### src/rtl/sfp_norm_pkg.sv
// Shared state encoding, default geometry and width helpers for the sfp normaliser.
// Optional cross-core sum exchange is enabled with SFP_NORM_EXT_SUM_EN.
package sfp_norm_pkg;

    typedef enum logic [2:0] {
        S_IDLE,
        S_ACC,
        S_XCHG,
        S_DIV,
        S_OUT
    } state_t;

    localparam int DEF_COL       = 8;
    localparam int DEF_BW_PSUM   = 20;
    localparam int DEF_SUM_SHIFT = 7;
    localparam int DEF_FRAC      = 8;

    // Guard bits so that the abs-sum of up to 16 lanes never wraps
    localparam int SUM_GUARD = 4;

    function automatic int sum_w(input int bw);
        return bw + SUM_GUARD;
    endfunction

    function automatic int div_w(input int bw, input int fr);
        return bw + fr;
    endfunction

    function automatic int idx_w(input int n);
        return $clog2(n);
    endfunction

    // Largest positive lane magnitude; results saturate to +/- this value
    function automatic logic [63:0] mag_max(input int bw);
        return (64'd1 << (bw - 1)) - 64'd1;
    endfunction

endpackage

### src/rtl/sfp_norm_seq_norm_div.sv
// Unsigned restoring divider, one quotient bit per cycle.
// A start pulse loads the operands; done pulses when the quotient is final.
module norm_div
    import sfp_norm_pkg::*;
#(
    parameter int dw = div_w(DEF_BW_PSUM, DEF_FRAC),
    parameter int vw = sum_w(DEF_BW_PSUM) - DEF_SUM_SHIFT
) (
    input  logic          clk,
    input  logic          reset,
    input  logic          start,
    input  logic [dw-1:0] dividend,
    input  logic [vw-1:0] divisor,
    output logic          done,
    output logic [dw-1:0] quotient
);

    localparam int CW = $clog2(dw + 1);

    logic [dw-1:0] q_q;
    logic [vw-1:0] rem_q;
    logic [vw-1:0] dvs_q;
    logic [CW-1:0] cnt_q;
    logic          run_q;
    logic [vw:0]   rem_sh;
    logic [vw-1:0] diff;
    logic          ge;

    // Trial subtraction of the divisor from the shifted partial remainder
    always_comb begin
        rem_sh = {rem_q, q_q[dw-1]};
        ge     = rem_sh >= {1'b0, dvs_q};
        diff   = rem_sh[vw-1:0] - dvs_q;
    end

    // Quotient bits shift in where dividend bits shift out
    always_ff @(posedge clk or negedge reset) begin
        if (!reset) begin
            q_q   <= '0;
            rem_q <= '0;
            dvs_q <= '0;
            cnt_q <= '0;
            run_q <= 1'b0;
            done  <= 1'b0;
        end else if (start) begin
            q_q   <= dividend;
            rem_q <= '0;
            dvs_q <= divisor;
            cnt_q <= CW'(dw);
            run_q <= 1'b1;
            done  <= 1'b0;
        end else if (run_q) begin
            q_q   <= {q_q[dw-2:0], ge};
            rem_q <= ge ? diff : rem_sh[vw-1:0];
            cnt_q <= cnt_q - CW'(1);
            if (cnt_q == CW'(1)) begin
                run_q <= 1'b0;
                done  <= 1'b1;
            end
        end else begin
            done <= 1'b0;
        end
    end

    assign quotient = q_q;

endmodule

### src/rtl/sfp_norm_seq.sv
// Sequential psum normaliser: abs-sum, optional partner-sum exchange, per-lane divide.
// Define SFP_NORM_EXT_SUM_EN to add the sum_* ports and the XCHG state.
module sfp_norm_seq
    import sfp_norm_pkg::*;
#(
    parameter int col       = DEF_COL,
    parameter int bw_psum   = DEF_BW_PSUM,
    parameter int sum_shift = DEF_SUM_SHIFT,
    parameter int frac      = DEF_FRAC
) (
    input  logic                     clk,
    input  logic                     reset,
    input  logic                     in_valid,
    output logic                     in_ready,
    input  logic [col*bw_psum-1:0]   in_data,
    output logic                     out_valid,
    input  logic                     out_ready,
    output logic [col*bw_psum-1:0]   out_data,
`ifdef SFP_NORM_EXT_SUM_EN
    output logic [bw_psum+3:0]       sum_out,
    output logic                     sum_out_valid,
    input  logic [bw_psum+3:0]       sum_in,
    input  logic                     sum_in_valid,
    output logic                     sum_in_ready,
`endif
    output logic                     busy
);

    localparam int SW = sum_w(bw_psum);
    localparam int DW = div_w(bw_psum, frac);
    localparam int VW = SW - sum_shift;
    localparam int IW = idx_w(col);
    localparam logic [IW-1:0] LAST    = IW'(col - 1);
    localparam logic [DW-1:0] MAG_MAX = DW'(mag_max(bw_psum));

    state_t             state_q;
    logic [bw_psum-1:0] lane_q [col];
    logic [SW-1:0]      sum_q;
    logic [IW-1:0]      idx_q;
    logic               first_q;
    logic [VW-1:0]      dvs;

    logic [bw_psum-1:0] acc_lane;
    logic [bw_psum-1:0] acc_mag;
    logic [IW-1:0]      ld_idx;
    logic [bw_psum-1:0] ld_lane;
    logic [bw_psum-1:0] ld_mag;
    logic [DW-1:0]      dividend;
    logic               div_start;
    logic               div_done;
    logic [DW-1:0]      div_q;
    logic               sat;
    logic [bw_psum-1:0] res_mag;
    logic [bw_psum-1:0] res;

`ifdef SFP_NORM_EXT_SUM_EN
    logic [VW-1:0] dvs_q;
    logic [SW:0]   xsum;
    assign xsum    = {1'b0, sum_q} + {1'b0, sum_in};
    assign sum_out = sum_q;
    assign dvs     = dvs_q;
`else
    assign dvs = sum_q[SW-1:sum_shift];
`endif

    // Lane magnitudes, divider feed and signed, clamped lane result
    always_comb begin
        acc_lane  = lane_q[idx_q];
        acc_mag   = acc_lane[bw_psum-1] ? ('0 - acc_lane) : acc_lane;
        ld_idx    = first_q ? '0 : idx_q + IW'(1);
        ld_lane   = lane_q[ld_idx];
        ld_mag    = ld_lane[bw_psum-1] ? ('0 - ld_lane) : ld_lane;
        dividend  = {ld_mag, {frac{1'b0}}};
        div_start = (state_q == S_DIV)
                  && (first_q || (div_done && idx_q != LAST));
        sat       = (dvs == '0) || (div_q > MAG_MAX);
        res_mag   = '0;
        if (acc_lane != '0) begin
            res_mag = sat ? MAG_MAX[bw_psum-1:0] : div_q[bw_psum-1:0];
        end
        res = acc_lane[bw_psum-1] ? ('0 - res_mag) : res_mag;
    end

    norm_div #(
        .dw (DW),
        .vw (VW)
    ) u_div (
        .clk      (clk),
        .reset    (reset),
        .start    (div_start),
        .dividend (dividend),
        .divisor  (dvs),
        .done     (div_done),
        .quotient (div_q)
    );

    // Control FSM with registered handshake outputs and result register
    always_ff @(posedge clk or negedge reset) begin
        if (!reset) begin
            state_q   <= S_IDLE;
            in_ready  <= 1'b0;
            out_valid <= 1'b0;
            busy      <= 1'b0;
            out_data  <= '0;
            sum_q     <= '0;
            idx_q     <= '0;
            first_q   <= 1'b0;
            for (int i = 0; i < col; i++) begin
                lane_q[i] <= '0;
            end
`ifdef SFP_NORM_EXT_SUM_EN
            dvs_q         <= '0;
            sum_out_valid <= 1'b0;
            sum_in_ready  <= 1'b0;
`endif
        end else begin
            unique case (state_q)
                S_IDLE: begin
                    in_ready <= 1'b1;
                    if (in_valid && in_ready) begin
                        for (int i = 0; i < col; i++) begin
                            lane_q[i] <= in_data[i*bw_psum +: bw_psum];
                        end
                        sum_q    <= '0;
                        idx_q    <= '0;
                        in_ready <= 1'b0;
                        busy     <= 1'b1;
                        state_q  <= S_ACC;
                    end
                end
                S_ACC: begin
                    sum_q <= sum_q + SW'(acc_mag);
                    if (idx_q == LAST) begin
                        idx_q <= '0;
`ifdef SFP_NORM_EXT_SUM_EN
                        sum_out_valid <= 1'b1;
                        sum_in_ready  <= 1'b1;
                        state_q       <= S_XCHG;
`else
                        first_q <= 1'b1;
                        state_q <= S_DIV;
`endif
                    end else begin
                        idx_q <= idx_q + IW'(1);
                    end
                end
                S_XCHG: begin
`ifdef SFP_NORM_EXT_SUM_EN
                    if (sum_in_valid) begin
                        dvs_q <= xsum[SW] ? '1 : xsum[SW-1:sum_shift];
                        sum_out_valid <= 1'b0;
                        sum_in_ready  <= 1'b0;
                        first_q       <= 1'b1;
                        state_q       <= S_DIV;
                    end
`else
                    state_q <= S_IDLE;
`endif
                end
                S_DIV: begin
                    first_q <= 1'b0;
                    if (div_done) begin
                        out_data[idx_q*bw_psum +: bw_psum] <= res;
                        if (idx_q == LAST) begin
                            out_valid <= 1'b1;
                            state_q   <= S_OUT;
                        end else begin
                            idx_q <= idx_q + IW'(1);
                        end
                    end
                end
                S_OUT: begin
                    if (out_ready) begin
                        out_valid <= 1'b0;
                        busy      <= 1'b0;
                        in_ready  <= 1'b1;
                        state_q   <= S_IDLE;
                    end
                end
                default: state_q <= S_IDLE;
            endcase
        end
    end

endmodule

### config.mk
export PLATFORM = sky130hd
export DESIGN_NAME = sfp_norm_seq
export DESIGN_NICKNAME = d
export VERILOG_FILES = /design/src/rtl/sfp_norm_pkg.sv /design/src/rtl/sfp_norm_seq_norm_div.sv /design/src/rtl/sfp_norm_seq.sv
export SDC_FILE = /design/constraint.sdc
export NUM_CORES = 1
export LEC_CHECK = 0
export BUFFER_PORTS_ARGS = -buffer_cell sky130_fd_sc_hd__buf_2
export CELL_PAD_IN_SITES_DETAIL_PLACEMENT = 1
export CELL_PAD_IN_SITES_GLOBAL_PLACEMENT = 1
export CORE_MARGIN = 2
export CORE_UTILIZATION = 45
export DETAILED_ROUTE_END_ITERATION = 10
export GPL_ROUTABILITY_DRIVEN = 0
export HOLD_SLACK_MARGIN = 0.1
export PLACE_DENSITY_LB_ADDON = 0.08
export SYNTH_ARGS = -nofsm -noshare
export SYNTH_HDL_FRONTEND = slang
export SYNTH_SLANG_ARGS = --single-unit
### constraint.sdc
create_clock -name clk -period 6.2 [get_ports clk]
set_clock_uncertainty 0.05 [all_clocks]
set_input_delay 1.24 -clock clk [delete_from_list [all_inputs] [get_ports clk]]
set_output_delay 1.24 -clock clk [all_outputs]
set_load 0.03 [all_outputs]
Yosys cells after proc, flatten, opt, wreduce, memory -nomap -nowiden
Index checks and enable logic that the tools add are counted.
- register bits: 423
- bits of input ports: 164
- output and inout bits: 163
- logic and storage cells: 124
- add/sub/neg operators: 8
- multipliers: 1
- magnitude comparators: 4
- equality and inequality tests: 13
- shift-type cells: 2
- muxes and demuxes: 49
- bitwise operators: 2
- reductions and logical operators: 23
- operator list (kind ; number):
    $mux 20 ; 9
    $bwmux 160 ; 1
    $shift 20x34->160 const A ; 1
    $shiftx 20x34->160 ; 1
    $bmux 20 s3 ; 2
    $sub 1x20->20 const A ; 3
    $mux 28 ; 2
    $mux 17 ; 3
    $pmux 24 s2 ; 1
    $neg 8->34 ; 1
    $mux 3 ; 10
    $gt 28x19->1 const B ; 1
    $add 24x20->24 ; 1
    $mux 24 ; 1
    $reduce_bool 20->1 ; 1
    $ge 18x17->1 ; 1
    $logic_not 17->1 ; 1
    $sub 17x17->17 ; 1
    $mux 1 ; 12
    $pmux 3 s4 ; 1
    $mux 5 ; 2
    $reduce_and 2->1 ; 5
    $reduce_bool 2->1 ; 5
    $pmux 3 s3 ; 1
    20 further kinds ; 35

Logic depth before layout (Yosys ltp)
Gate-level depths: netlist of run 1.
- word-level depth: 10
- mapped depth: 27
- gate-level depth less buffers: 19

Hierarchy
From an unflattened synthesis of run 1, not the netlist that was laid out.
- cell total of the unflattened synthesis: 2784
- area total of the unflattened synthesis: 25024.0 µm²
- modules (own cells, without submodules) (module ; instances ; cells each ; area each (µm²) ; seq. area each (µm²)):
    sfp_norm_seq ; 1 ; 2337 ; 20966.4 ; 8858.5
    norm_div ; 1 ; 447 ; 4057.6 ; 1726.7

Worst setup path after synthesis of run 1
OpenSTA, ideal clock, no wires.
- kind: reg2reg
- start point: register idx_q[0]
- end point: register out_data[36]
- library setup time: 0.096 ns
- data arrival time: 5.535 ns
- required time: 6.054 ns
- slack: 0.520 ns
- cell stages (with the launch flop): 26
- path buffers: 6
- period minus slack after synthesis: 5.680 ns
- path through: dfrtp_1 -> buf_6 -> buf_6 -> buf_6 -> buf_4 -> buf_4 -> mux4_2 -> mux2i_1 -> ha_1 -> inv_1 -> a41o_1 -> nor3_2 -> nand3_1 -> or4_1 -> o21ai_0 -> ha_1 -> nor3b_1 -> nand3_1 -> nor4_1 -> a21o_1 -> o21ai_0 -> a21oi_1 -> o21ai_0 -> o22a_1 -> buf_2 -> o31ai_1
- cells in the longest elaborated chain, start to end: 10
- elaborated cells on any way between the ends: 13
- classes of those cells: add/sub: 2; mul: 1; shift: 2; mux: 6; bitwise: 1; reduce/logical: 1
- ends and longest elaborated chain (element ; RTL line ; text):
    from (decl) ; sfp_norm_seq.sv:39 ; logic [IW-1:0] idx_q;
    from (signal assigned) ; sfp_norm_seq.sv:144 ; idx_q <= idx_q + IW'(1);
    from (signal assigned) ; sfp_norm_seq.sv:168 ; idx_q <= idx_q + IW'(1);
    $not 3->4 (implied by the code) ; sfp_norm_seq.sv:68 ; acc_lane = lane_q[idx_q];
    $bmux 20 s3 ; sfp_norm_seq.sv:68 ;
    $mux 20 (implied by the code) (2 in a row) ; sfp_norm_seq.sv:68 ;
    $reduce_bool 20->1 ; sfp_norm_seq.sv:78 ; if (acc_lane != '0) begin
    $mux 20 ; sfp_norm_seq.sv:78 ;
    $sub 1x20->20 ; sfp_norm_seq.sv:81 ; res = acc_lane[bw_psum-1] ? ('0 - res_mag) : res_mag;
    $mux 20 ; sfp_norm_seq.sv:81 ;
    $shiftx 20x34->160 ; sfp_norm_seq.sv:163 ; out_data[idx_q*bw_psum +: bw_psum] <= res;
    $bwmux 160 * ; sfp_norm_seq.sv:163 ;
    to (signal, indexed assignment) ; sfp_norm_seq.sv:163 ;
    to (decl) ; sfp_norm_seq.sv:18 ; output logic [col*bw_psum-1:0] out_data,
Mark *: on every way between the ends. The rest lies on a longest branch, timed or not. The select of a mux whose other input is x is not followed.
A chain may end at the register's enable or synchronous reset.

Worst setup path after layout of run 1
- start point: register idx_q[0]
- end point: register out_data[120]
Same word-level chain as after synthesis.

==> summary.txt, run 1 <==
Register Area -> 0.01059 mm^2
Initial antenna violation count -> 0
Count leader, synth -> nand2_1
Total global-route track usage -> 32.19%
Fin. max-slew vios -> 0
Fin nets -> 3,247
Crit path kind -> reg -> reg
Hold WC Path Type -> reg -> reg
DR iter-0 viols -> 2,086
Fillers -> 6,360
CP max stage cell -> a221oi_2
Most instantiated cells after synthesis -> nand2_1 (754), dfrtp_1 (423), nor2_1 (165), o21ai_0 (157), a21oi_1 (114)
Post-Syn Nets -> 2,965
Pwr dens -> 689.3 mW/mm^2
Clock Pin Slew Worst Setup and Hold Paths -> 70 ps
Cells after Synth -> 2,746
Critical path required time -> 6610 ps
R2r setup slk -> 40 ps
Maxcap violations -> 0
Finished Core Util -> 53.15%
Hold Vio Cnt, Final -> 0
Vias per Instance -> 6.147
Syn-to-layout area delta -> 16.57%
Seq/Total Area, Yosys -> 43.14%
Post-DP HPWL -> 67,960 um
GR Overflow Total -> 0
CTS buffer count -> 48
Ys async rst share -> 100.0%
Die area -> 0.05641 mm^2
Primary FF master, synth -> dfrtp_1
Post-Syn Area per Cell -> 8.935 um^2
Final WL -> 91,460 um
Cell Area, Synth -> 0.02453 mm^2
CTS Buffer Depth -> 3
Max_slew headroom -> 18.59%
H-tree depth -> 2
Synth top area share -> 43.14%
# IOs -> 327
Area of the multi-input gates -> 0.01321 mm^2
Number of hold buffers added after CTS -> 0
Worst vdd ir -> 0.3991 mV
Synth unique cells -> 93
Worst Max-Slew Pin Slew -> 1212 ps
Yosys warns -> 0
Clock latency on the worst-skew pair -> 610 ps
Tot Pwr -> 0.01971 W
Horizontal die dimension -> 237.5 um
Row count -> 85
CTS sink count -> 423
Sum of negative setup slack -> 0 ps
CORE AREA -> 0.05381 mm^2
Critical path launch point type -> flip-flop
Detail Route Antenna Nets -> 0
Dpl ws -> -46.67 ps
DRC viols -> 0
Critical-path cell list -> mux4_2 > mux2i_2 > ha_1 > inv_1 > a41o_1 > nor3_2 > nand3_2 > or4_4 > o21ai_0 > ha_1 > nor3b_2 > nand2_1 > nor3_1 > nor3_1 > a211oi_1 > nor2_2 > a221oi_2 > a21o_1 > o31ai_1
Critical Path Sink Type -> flip-flop
CP peak stage delay -> 640 ps
Pre-antenna DRT Iters -> 6
First-pass GRT wire length -> 141,900 um
IO Port Bufs -> 326
Fin crit share -> 99.29%
Clock Root Buffer -> clkbuf_16
Fmax -> 0.1624 GHz
Data arrival, critical path -> 6560 ps
Top post-synthesis cells by area -> dfrtp_1 (43%), nand2_1 (12%), mux4_2 (5.8%), o21ai_0 (3.2%), ha_1 (2.7%)
Largest net degree at the start of global routing -> 161
FF+latch count, synth -> 423
Minimum clock period -> 6156 ps
Final Worst Setup Slack -> 44.08 ps
Status -> finished, final reports clean
Vias in the first global route -> 23.66k
Share of layout cells above drive strength 1 -> 20.23%
Final setup viols -> 0
Static Leak -> 13.58 nW
Cell taking the most area after synthesis -> dfrtp_1
Vias post-DR -> 23.12k
CTS tree -> built
EDFF count, synth -> 0
Starting Density -> 45.59%
Routed WL per cell -> 24.31 um
Die Ht -> 237.5 um
Max Fanout on Critical Path -> 9
[stage by stage]
stage | instances | hold slack (ps) | instance area [um^2]
finish | 3762 | 421.9 | 28600
global route | 3761 | 463.2 | 28600
CTS | 3759 | 428.2 | 28520
detailed placement | 3672 | 415.5 | 26950
global placement | 3672 | 406.0 | 26950
floorplan | 2746 | 399.9 | 24530
[metal layers]
| metal | track usage (%) | vias up | part of all wire, % |
|---|---|---|---|
| met3 | 6.910 | 187 | 8.2 |
| li1 | - | 10320 | - |
| met5 | 0 | - | 0 |
| met2 | 50.08 | 1018 | 45 |
| met1 | 45.63 | 11600 | 44 |
| met4 | 8.824 | 0 | 2.7 |
[logic make-up (layout without fill, tap and decap cells)]
| group | after synthesis | in the layout | share of synthesized area (%) |
|---|---|---|---|
| AOI/OAI and AO/OA | 619 | 619 | 16.63 |
| xor gates and xnor gates | 73 | 73 | 2.606 |
| adders and majority gates | 55 | 55 | 2.866 |
| buffers and inverters | 203 | 522 | 3.447 |
| DFF | 423 | 423 | 43.14 |
| muxes | 170 | 170 | 10.42 |
| other | 0 | 1 | 0 |
| and+or+nand+nor | 1203 | 1203 | 20.89 |
[critical path, delay by kind of cell, from the launching register on]
family | cells | cell delay [ps]
AOI/OAI and AO/OA | 6 | 1890
adders and majority gates | 2 | 550
muxes | 2 | 840
DFF | 1 | 560
and+or+nand+nor | 8 | 2050
buffers and inverters | 1 | 50
[timing repair]
action | CTS | global route
pin swaps | 0 | 1
endpoints found under the hold margin | 0 | 0
setup buffers | 0 | 1
resized for setup | 1 | 11
cloned | 0 | 1
setup endpoints to repair | 15 | 68
[area by class of cell]
type,instances,share of cell area [%]
Multi-Input combinational cell,2120,46.20
Sequential cell,423,37.03
Timing Repair Buffer,383,7.555
Clock buffer,68,4.816
Tap cell,696,3.045
Inverter,52,0.6868
Clock inverter,19,0.6606
Antenna cell,1,0.008749
[flip-flops by register name, indices dropped and copies added (netlist names)]
register / flops
u_div.done: 1
u_div.dvs_q: 17
in_ready: 1
idx_q: 3
u_div.run_q: 1
u_div.rem_q: 17
out_valid: 1
sum_q: 24
u_div.cnt_q: 5
state_q: 3
first_q: 1
u_div.quotient: 28
lane_q: 160
out_data: 160
busy: 1
[cells in the final DEF (no fill, tap or decap), types with 13 or more instances in the layout]
cell / instances
a211oi_1: 16
a21o_1: 16
a21oi_1: 114
a221oi_1: 13
a31oi_1: 27
and3_1: 14
buf_2: 325
buf_4: 50
clkbuf_16: 50
dfrtp_1: 420
ha_1: 53
inv_1: 50
mux2_2: 40
mux2i_1: 62
mux4_2: 63
nand2_1: 754
nand2b_1: 16
nand3_1: 64
nand4_1: 17
nor2_1: 163
nor2b_1: 14
nor3_1: 71
nor4_1: 18
o211ai_1: 15
o21a_1: 21
o21ai_0: 156
o21ai_1: 53
o221ai_1: 27
o22a_1: 14
o22ai_1: 21
o31ai_1: 32
or3_1: 22
xnor2_1: 38
xor2_1: 32
[report_power, final]
group,total (W),internal [W],switching (W)
clock network,0.00288,0.00167,0.00121
registers,0.00415,0.00343,0.000723
logic,0.0127,0.00429,0.00839
[worst paths after layout]
kind / startpoint / end / cells after the start
hold / removal: out_data[159] / out_data[159] / 2
setup reg to reg: idx_q[0] / out_data[120] / 19
min in group asynchronous: reset / u_div.rem_q[5] / 1
max in group asynchronous: reset / out_data[65] / 2
setup / recovery: idx_q[0] / out_data[120] / 19
hold reg to reg: out_data[159] / out_data[159] / 2
No activity file was read; power rests on OpenSTA's default activity.
==> run 2: changes to the inputs <==
clock period = 6.55 ns   (was 6.2 ns; I/O delays follow)
==> run 2 against run 1 <==
Net effect: non-clock buffer count is the same; largest power group unchanged; hold slack improved by 4.9 ps; sequential cell count unchanged; setup slack better by 160 ps; wire length down 0.70%; highest routed layer is now met5; power shrank 4.5%; global-route usage down 0.16 points; sequential share of layout area is 0.055 points lower; via count increased by 0.16%; design area grew 0.15%; fmax fell by 3.0%; die area stayed put.
==> summary.txt, run 2 (synthesis results as in run 1) <==
Critical-path cell list -> buf_16 > mux4_2 > mux2i_2 > nand2_1 > nor3_2 > nand3_1 > or4_1 > o21ai_0 > ha_1 > nor3b_1 > nand2_1 > nor4bb_2 > a21oi_1 > a221o_1 > mux2i_1 > o22a_1 > o31ai_1 > mux2_2
Logic pwr share -> 63.9%
CTS tree -> built
Placed Cells incl. Taps -> 3,666
Worst vdd ir -> 0.4667 mV
Largest delay share family, worst path -> simple AND/OR/NAND/NOR gates
CTS sink count -> 423
Final WL -> 90,820 um
CP peak stage delay -> 600 ps
CTS Buffer Depth -> 3
CTS buffer count -> 48
Design Area, Final -> 0.02864 mm^2
Largest net degree at the start of global routing -> 155
Number of hold buffers added after CTS -> 0
Final Worst Setup Slack -> 203.0 ps
Clock Pin Slew Worst Setup and Hold Paths -> 70 ps
Tot Pwr -> 0.01882 W
Critical path launch point type -> flip-flop
Minimum clock period -> 6347 ps
Clock Root Buffer -> clkbuf_16
Fillers -> 6,378
DRC viols -> 0
Maxcap violations -> 0
Final Non-Filler Cells -> 3,760
DR iter-0 viols -> 1,990
Pre-antenna DRT Iters -> 5
Detail Route Antenna Nets -> 0
Finished Core Util -> 53.23%
Max_slew headroom -> 22.30%
Routed WL per cell -> 24.15 um
Max Fanout on Critical Path -> 78
Fin. max-slew vios -> 0
GR Overflow Total -> 0
Horizontal die dimension -> 237.5 um
Net Sw Frac -> 51.97%
Hold WC Path Type -> reg -> reg
Crit path kind -> reg -> reg
Fin nets -> 3,247
Hold Vio Cnt, Final -> 0
Vias in the first global route -> 23.62k
Vias per Instance -> 6.160
Die area -> 0.05641 mm^2
Sequential Power Share -> 20.8%
Register Area -> 0.01059 mm^2
Worst Max-Slew Pin Slew -> 1163 ps
Pwr dens -> 657.0 mW/mm^2
Total global-route track usage -> 32.03%
Fin crit share -> 96.90%
Area of the multi-input gates -> 0.01320 mm^2
Row count -> 85
Antenna cell count -> 0
Clock latency on the worst-skew pair -> 630 ps
Static Leak -> 13.62 nW
Fmax -> 0.1576 GHz
NetSw -> 0.009781 W
Starting Density -> 45.59%
Clock group share of total power -> 15.3%
Status -> finished, final reports clean
Initial antenna violation count -> 1
Final setup viols -> 0
CORE AREA -> 0.05381 mm^2
CP max stage cell -> mux4_2
First-pass GRT wire length -> 141,000 um
Most frequent cells in the layout -> nand2_1 (754), dfrtp_1 (420), buf_2 (325), nor2_1 (163), o21ai_0 (157)
Critical path required time -> 6980 ps
IO Port Bufs -> 326
Syn-to-layout area delta -> 16.75%
# IOs -> 327
Internal power -> 0.009039 W
Die Ht -> 237.5 um
Share of layout cells above drive strength 1 -> 20.10%
Most Frequent Cell on Critical Path -> nand2_1
Data arrival, critical path -> 6780 ps
Post-DP HPWL -> 67,700 um
H-tree depth -> 2
Vias post-DR -> 23.16k
Dpl cell area -> 0.02689 mm^2
Commonest non-fill, non-tap cell in the layout -> nand2_1
Dpl ws -> 119.5 ps
Critical Path Sink Type -> flip-flop
WP buf/inv -> 1
## run 2: layer usage
metal	GRT usage, %	wire (um)	vias to the layer above
li1	-	-	10330
met1	45.33	40160	11640
met2	49.52	40760	965
met3	5.760	6476	232
met4	11.42	3408	2
met5	0	7	-
## run 2: worst min-delay path, stage by stage, from the launching register on
cell and delay [ps]:
dfrtp_1 340, nand2_1 50, o21ai_0 60
## run 2: power groups by stage
stage	clock (W)	sequential, W	combinational (W)
floorplan	0	0.00399	0.00772
global placement	0	0.00392	0.0112
global route	0.00301	0.00399	0.0129
finish	0.00287	0.00392	0.0120
CTS	0.00292	0.00392	0.0117
detailed placement	0	0.00395	0.0116
## run 2: worst paths after layout
check	from	end	slack [ps]	cells past startpoint
worst max-delay path	idx_q[0]	out_data[42]	200	18
worst min-delay path	out_data[62]	out_data[62]	430	2
worst max register to register	idx_q[0]	out_data[42]	200	18
worst min register to register	out_data[62]	out_data[62]	430	2
max in group asynchronous	reset	idx_q[0]	4310	2
min in group asynchronous	reset	u_div.rem_q[5]	640	1
## run 2: through the flow
| stage | setup TNS (ps) | hold WS [ps] |
|---|---|---|
| 2_1_floorplan | 0 | 399.9 |
| 3_3_place_gp | 0 | 407.1 |
| 6_report | 0 | 426.8 |
| 3_5_place_dp | 0 | 415.4 |
| 4_1_cts | 0 | 429.3 |
| 5_1_grt | -50.48 | 444.8 |
## run 2: timing repair
item                                    4_1_cts  5_1_grt
resized for setup                             0        6
buffers inserted                              0        8
endpoints found under the setup margin        0       64
## run 2: area by class of cell
class / instances / share of cell area [%]
clock buffers: 66 / 4.674
inverters: 52 / 0.6858
multi-input cells: 2120 / 46.08
flip-flops and latches: 423 / 36.98
repair buffers: 383 / 7.439
well taps: 696 / 3.040
clock inverters: 20 / 1.101
